===== config.mk =====
export PLATFORM = sky130hd
export DESIGN_NAME = alu_issue
export DESIGN_NICKNAME = d
export VERILOG_FILES = /design/src/rtl/alu_issue.sv
export SDC_FILE = /design/constraint.sdc
export NUM_CORES = 1
export LEC_CHECK = 0
export CORE_UTILIZATION = 44
export DETAILED_ROUTE_END_ITERATION = 16
export PLACE_DENSITY_LB_ADDON = 0.08
export SYNTH_ARGS = -nofsm -noshare
export SYNTH_HDL_FRONTEND = slang
export SYNTH_SLANG_ARGS = --single-unit

===== constraint.sdc =====
create_clock -name clk -period 2.7 [get_ports clk]
set_clock_uncertainty 0.1 [all_clocks]
set_input_delay 0.54 -clock clk [delete_from_list [all_inputs] [get_ports clk]]
set_output_delay 0.54 -clock clk [all_outputs]
set_load 0.1 [all_outputs]

===== src/rtl/alu_issue.sv =====
// alu_issue: issues one operation at a time to a chip-select/ready ALU,
// waits for its busy/done sequence and returns the captured result with its tag.
module alu_issue #(
    parameter int TIMEOUT = 255,
    parameter int TW      = 8
) (
    input  logic        clk,
    input  logic        rst_n,
    input  logic        req_valid,
    output logic        req_ready,
    input  logic [2:0]  req_op,
    input  logic [15:0] req_a,
    input  logic [15:0] req_b,
    input  logic [3:0]  req_tag,
    output logic        alu_cs,
    output logic [2:0]  alu_op,
    output logic [15:0] alu_a,
    output logic [15:0] alu_b,
    input  logic        alu_rdy,
    input  logic [15:0] alu_out,
    input  logic        alu_cout,
    output logic        res_valid,
    input  logic        res_ready,
    output logic [15:0] res_data,
    output logic        res_cout,
    output logic [3:0]  res_tag,
    output logic        res_err,
    output logic        busy
);

    typedef enum logic [2:0] {
        S_IDLE,
        S_ISSUE,
        S_WAIT_BUSY,
        S_WAIT_DONE,
        S_HOLD
    } state_t;

    localparam logic [2:0]    OP_ILLEGAL  = 3'd3;
    localparam logic [TW-1:0] TIMEOUT_CNT = TW'(TIMEOUT);

    state_t        state_q, state_d;
    logic [2:0]    op_q, op_d;
    logic [15:0]   a_q, a_d;
    logic [15:0]   b_q, b_d;
    logic [3:0]    tag_q, tag_d;
    logic [TW-1:0] cnt_q, cnt_d;
    logic [15:0]   data_q, data_d;
    logic          cout_q, cout_d;
    logic          err_q, err_d;
    logic [TW-1:0] cnt_inc;
    logic          timeout;

    // The counter value after this cycle's increment; reaching TIMEOUT ends the wait.
    assign cnt_inc = cnt_q + TW'(1);
    assign timeout = (cnt_inc == TIMEOUT_CNT);

    always_comb begin
        state_d = state_q;
        op_d    = op_q;
        a_d     = a_q;
        b_d     = b_q;
        tag_d   = tag_q;
        cnt_d   = cnt_q;
        data_d  = data_q;
        cout_d  = cout_q;
        err_d   = err_q;

        case (state_q)
            S_IDLE: begin
                if (req_valid) begin
                    op_d  = req_op;
                    a_d   = req_a;
                    b_d   = req_b;
                    tag_d = req_tag;
                    if (req_op == OP_ILLEGAL) begin
                        data_d  = 16'd0;
                        cout_d  = 1'b0;
                        err_d   = 1'b1;
                        state_d = S_HOLD;
                    end else begin
                        state_d = S_ISSUE;
                    end
                end
            end
            S_ISSUE: begin
                if (alu_rdy) begin
                    cnt_d   = '0;
                    state_d = S_WAIT_BUSY;
                end
            end
            S_WAIT_BUSY: begin
                cnt_d = cnt_inc;
                if (timeout) begin
                    data_d  = 16'd0;
                    cout_d  = 1'b0;
                    err_d   = 1'b1;
                    state_d = S_HOLD;
                end else if (!alu_rdy) begin
                    state_d = S_WAIT_DONE;
                end
            end
            S_WAIT_DONE: begin
                cnt_d = cnt_inc;
                // A completion seen on the last allowed cycle still wins over the timeout.
                if (alu_rdy) begin
                    data_d  = alu_out;
                    cout_d  = alu_cout;
                    err_d   = 1'b0;
                    state_d = S_HOLD;
                end else if (timeout) begin
                    data_d  = 16'd0;
                    cout_d  = 1'b0;
                    err_d   = 1'b1;
                    state_d = S_HOLD;
                end
            end
            S_HOLD: begin
                if (res_ready) begin
                    state_d = S_IDLE;
                end
            end
            default: begin
                state_d = S_IDLE;
            end
        endcase
    end

    always_ff @(posedge clk) begin
        if (!rst_n) begin
            state_q <= S_IDLE;
            op_q    <= 3'd0;
            a_q     <= 16'd0;
            b_q     <= 16'd0;
            tag_q   <= 4'd0;
            cnt_q   <= '0;
            data_q  <= 16'd0;
            cout_q  <= 1'b0;
            err_q   <= 1'b0;
        end else begin
            state_q <= state_d;
            op_q    <= op_d;
            a_q     <= a_d;
            b_q     <= b_d;
            tag_q   <= tag_d;
            cnt_q   <= cnt_d;
            data_q  <= data_d;
            cout_q  <= cout_d;
            err_q   <= err_d;
        end
    end

    // Gating with rst_n keeps req_ready low for the whole reset, including before the first edge.
    assign req_ready = rst_n && (state_q == S_IDLE);
    assign alu_cs    = (state_q == S_ISSUE) && alu_rdy;
    assign alu_op    = op_q;
    assign alu_a     = a_q;
    assign alu_b     = b_q;
    assign res_valid = (state_q == S_HOLD);
    assign res_data  = data_q;
    assign res_cout  = cout_q;
    assign res_tag   = tag_q;
    assign res_err   = err_q;
    assign busy      = (state_q != S_IDLE);

endmodule


==> summary.txt <==
Timing
  • Final hold violation count: 0
  • Period utilization: 0.9552
  • Max Fclk: 387.7 MHz
  • Final setup viols: 0
  • Fin. max-slew vios: 0
  • Fin Hold WS: 0.3551 ns
  • Worst slew margin: 0.5743
  • Slew @ Worst Pin: 0.6372 ns
  • Crit path time final: 2.579 ns

Global routing
  • GRT Overall Usage: 0.2276
  • First-pass GRT wire length: 13,390 um
  • Initial antenna violation count: 0
  • Vias in the first global route: 2,814
  • Remaining Overflow, GRT: 0
  • Met3 Use GR: 0.05143
  • Largest net degree at the start of global routing: 50
  • Grt met1 use: 0.2940
  • GR Util met2: 0.3593
  • Busiest grt layer: met2

Pwr
  • VDD IR-drop max: 0.0008786 V
  • Leak pwr: 1.762 nW
  • Cell Pwr Density: 1043 nW/um^2

Setup path
  • Critical Path RT: 2.83 ns
  • R2R Path End: res_data[10]$_SDFFE_PN0P_
  • R2r worst-path depth: 7
  • Worst R2R Start: cnt_q[1]$_SDFFE_PN0P_
  • Crit-path max FO: 10
  • Crit path DAT: 2.71 ns
  • Crit path launch type: register
  • WS Path Type: reg -> reg
  • CP endpoint kind: register
  • R2R Setup Slk: 0.12 ns

Route
  • Drt total wl: 8553 um
  • DRC Markers: 0
  • Post-route ant nets: 0
  • Vias/cell: 5.306
  • DRT Pass-1 Iters: 4
  • WL/cell: 14.37 um
  • Via count: 3,157
  • 1st-iter DRT viols: 184

Logic synthesis
  • Synthesized area: 3146 sq um
  • Largest family of logic cells by synthesized area: compound AO/OA/AOI/OAI gates
  • Count of cell types in the netlist: 44
  • Synth Area in Compound Gates: 0.3130
  • Post-Synth Adder-Cell Area: 0.007955
  • Main synth FF type: dfxtp_1
  • Syn Inst Count: 381
  • Synth Area in XOR/XNOR: 0
  • Post-synthesis mux area share: 0.003580
  • Async SR Flop Fraction: 0
  • Post-synth EDFFs: 0
  • Syn Nets: 444
  • Yosys warnings: 0
  • #FFs+latches synth: 68
  • Mean post-synth cell area: 8.256 sq um
  • Synth Area in Simple Gates: 0.1866
  • Sequential share of the synthesized area: 0.4328

CTS
  • Inserted Clock Buffers: 9
  • Clk root buf: clkbuf_8
  • Max clock buf depth: 2
  • CTS tree: done
  • Clk sinks: 68
  • CTS H-tree depth: 3
  • Hold_buf cts: 0
  • Clock Latency Late Sink: 0.34 ns
  • Worst-path clk slew: 0.07 ns

Worst hold path
  • WHS Endpoint: alu_op[2]$_SDFFE_PN0P_
  • Hold Startpoint: alu_op[2]$_SDFFE_PN0P_
  • Worst Hold Class: reg -> reg
  • Min-Delay Path Depth: 2

Cells and area
  • Fin nets: 557
  • Antenna cells: 0
  • Commonest non-fill, non-tap cell in the layout: nand2_1
  • Most frequent cells in the layout: nand2_1, buf_4, dfxtp_1
  • Share of cells above drive strength 1: 0.2164
  • Layout overhead on the synthesized area: 43.68%
  • Cell Count, Final, Fillers Out: 595
  • Design area: 4519 sq um
  • Final core utilization: 0.6615

Place
  • DP Wirelength: 5716 um
  • Routability Congestion: 0.8672
  • Placed cell areas: 4285 sq um
  • Placed insts: 579
  • I/O Buffers: 121

Run status
  • Status: finished clean

Die
  • Die height: 86.55 um
  • Starting density of the core: 0.4604
  • Core box area: 6832 sq um
  • Row count: 30
  • DIE AREA: 7491 sq um
  • I/O Pins: 122
  • Die width: 86.55 um

Flow run
  • MaxCap Viol Count: 0
timing repair:
| action | CTS | global route |
|---|---|---|
| setup buffers | 0 | 0 |
| gates resized for setup | 0 | 1 |
| endpoints found under the setup margin | 0 | 11 |
| endpoints found under the hold margin | 0 | 0 |
cells by family (layout without fill, tap and decap cells):
family,after synthesis,after routing
buf+inv,36,154
fa+ha+maj,2,2
compound gates,142,142
simple gates,132,132
flops,68,68
mux,1,1
state kept, by name (all words and copies together) (netlist names):
| signal | count |
|---|---|
| res_cout | 1 |
| cnt_q | 8 |
| res_tag | 4 |
| alu_op | 3 |
| alu_a | 16 |
| alu_b | 16 |
| res_err | 1 |
| res_data | 16 |
| state_q | 3 |
critical path, stage by stage (launching register included):
cell	delay (ns)
dfxtp_1	0.40
ha_1	0.32
nand2b_1	0.18
or4_1	0.54
a32oi_4	0.39
buf_4	0.29
a21oi_2	0.08
o21a_1	0.17
final cells by class:
| class | instances | area [sq um] |
|---|---|---|
| clock buffer | 9 | 123.9 |
| clock inverter | 7 | 98.84 |
| fill | 605 | 2312 |
| inverter | 5 | 18.77 |
| multi-input combinational | 277 | 1623 |
| sequential | 68 | 1361 |
| tap | 96 | 120.1 |
| timing repair buffer | 133 | 1174 |
report_power, final:
part           internal, mW  switching (mW)  leakage (nW)
registers              1.18           0.164         0.554
clock network         0.524           0.408         0.110
logic                 0.585            1.86          1.10
cell usage after synthesis (2+ instances only):
master    count  area [sq um]
buf_2         2         10.01
nand3_1       6         30.03
o21ai_0       9         45.04
buf_1         2         7.510
a211oi_1      3         22.52
buf_6         2         22.52
and2_1        2         12.51
a211oi_2      2         25.02
or4_1         2         15.01
nor2b_1       2         12.51
a22oi_1       4         30.03
nand2_1      87         326.6
nand2b_1      4         25.02
o21a_1       17         127.6
o21bai_1      2         15.01
dfxtp_1      68          1361
clkbuf_1     22         82.58
a21boi_0      2         15.01
nor3b_1       2         15.01
ha_1          2         25.02
inv_1         5         18.77
nand3b_1      4         30.03
a21oi_1      50         250.2
nor2_1       13         48.80
buf_4         2         15.01
a22o_1       17         148.9
nor3_1        4         20.02
a21oi_2      10         87.58
o211ai_1     19         142.6
worst max-delay path by stage:
stage	slack [ns]	startpoint	endpoint
2_1_floorplan	-0.80	alu_rdy	cnt_q[7]$_SDFFE_PN0P_
3_3_place_gp	0.19	cnt_q[1]$_SDFFE_PN0P_	res_data[5]$_SDFFE_PN0P_
3_5_place_dp	0.13	cnt_q[0]$_SDFFE_PN0P_	res_data[11]$_SDFFE_PN0P_
4_1_cts	0.12	cnt_q[1]$_SDFFE_PN0P_	res_data[10]$_SDFFE_PN0P_
5_1_grt	-0.02	cnt_q[0]$_SDFFE_PN0P_	res_data[10]$_SDFFE_PN0P_
6_report	0.12	cnt_q[1]$_SDFFE_PN0P_	res_data[10]$_SDFFE_PN0P_
routing by layer:
layer  vias up  share of wire
met5         -              0
met4         0          0.022
met3        18          0.053
met2        85           0.48
met1      1480           0.44
li1       1574              -
per-stage QoR:
step / setup slack (ns) / setup TNS (ns) / power [mW]
after global routing: -0.01890 / -0.04125 / 4.927
after global placement: 0.1945 / 0 / 3.787
after CTS: 0.1178 / 0 / 4.752
after detailed placement: 0.1300 / 0 / 3.809
after floorplan: -0.8022 / -2.939 / 3.196
final: 0.1209 / 0 / 4.713
No activity file was read; power rests on OpenSTA's default activity.
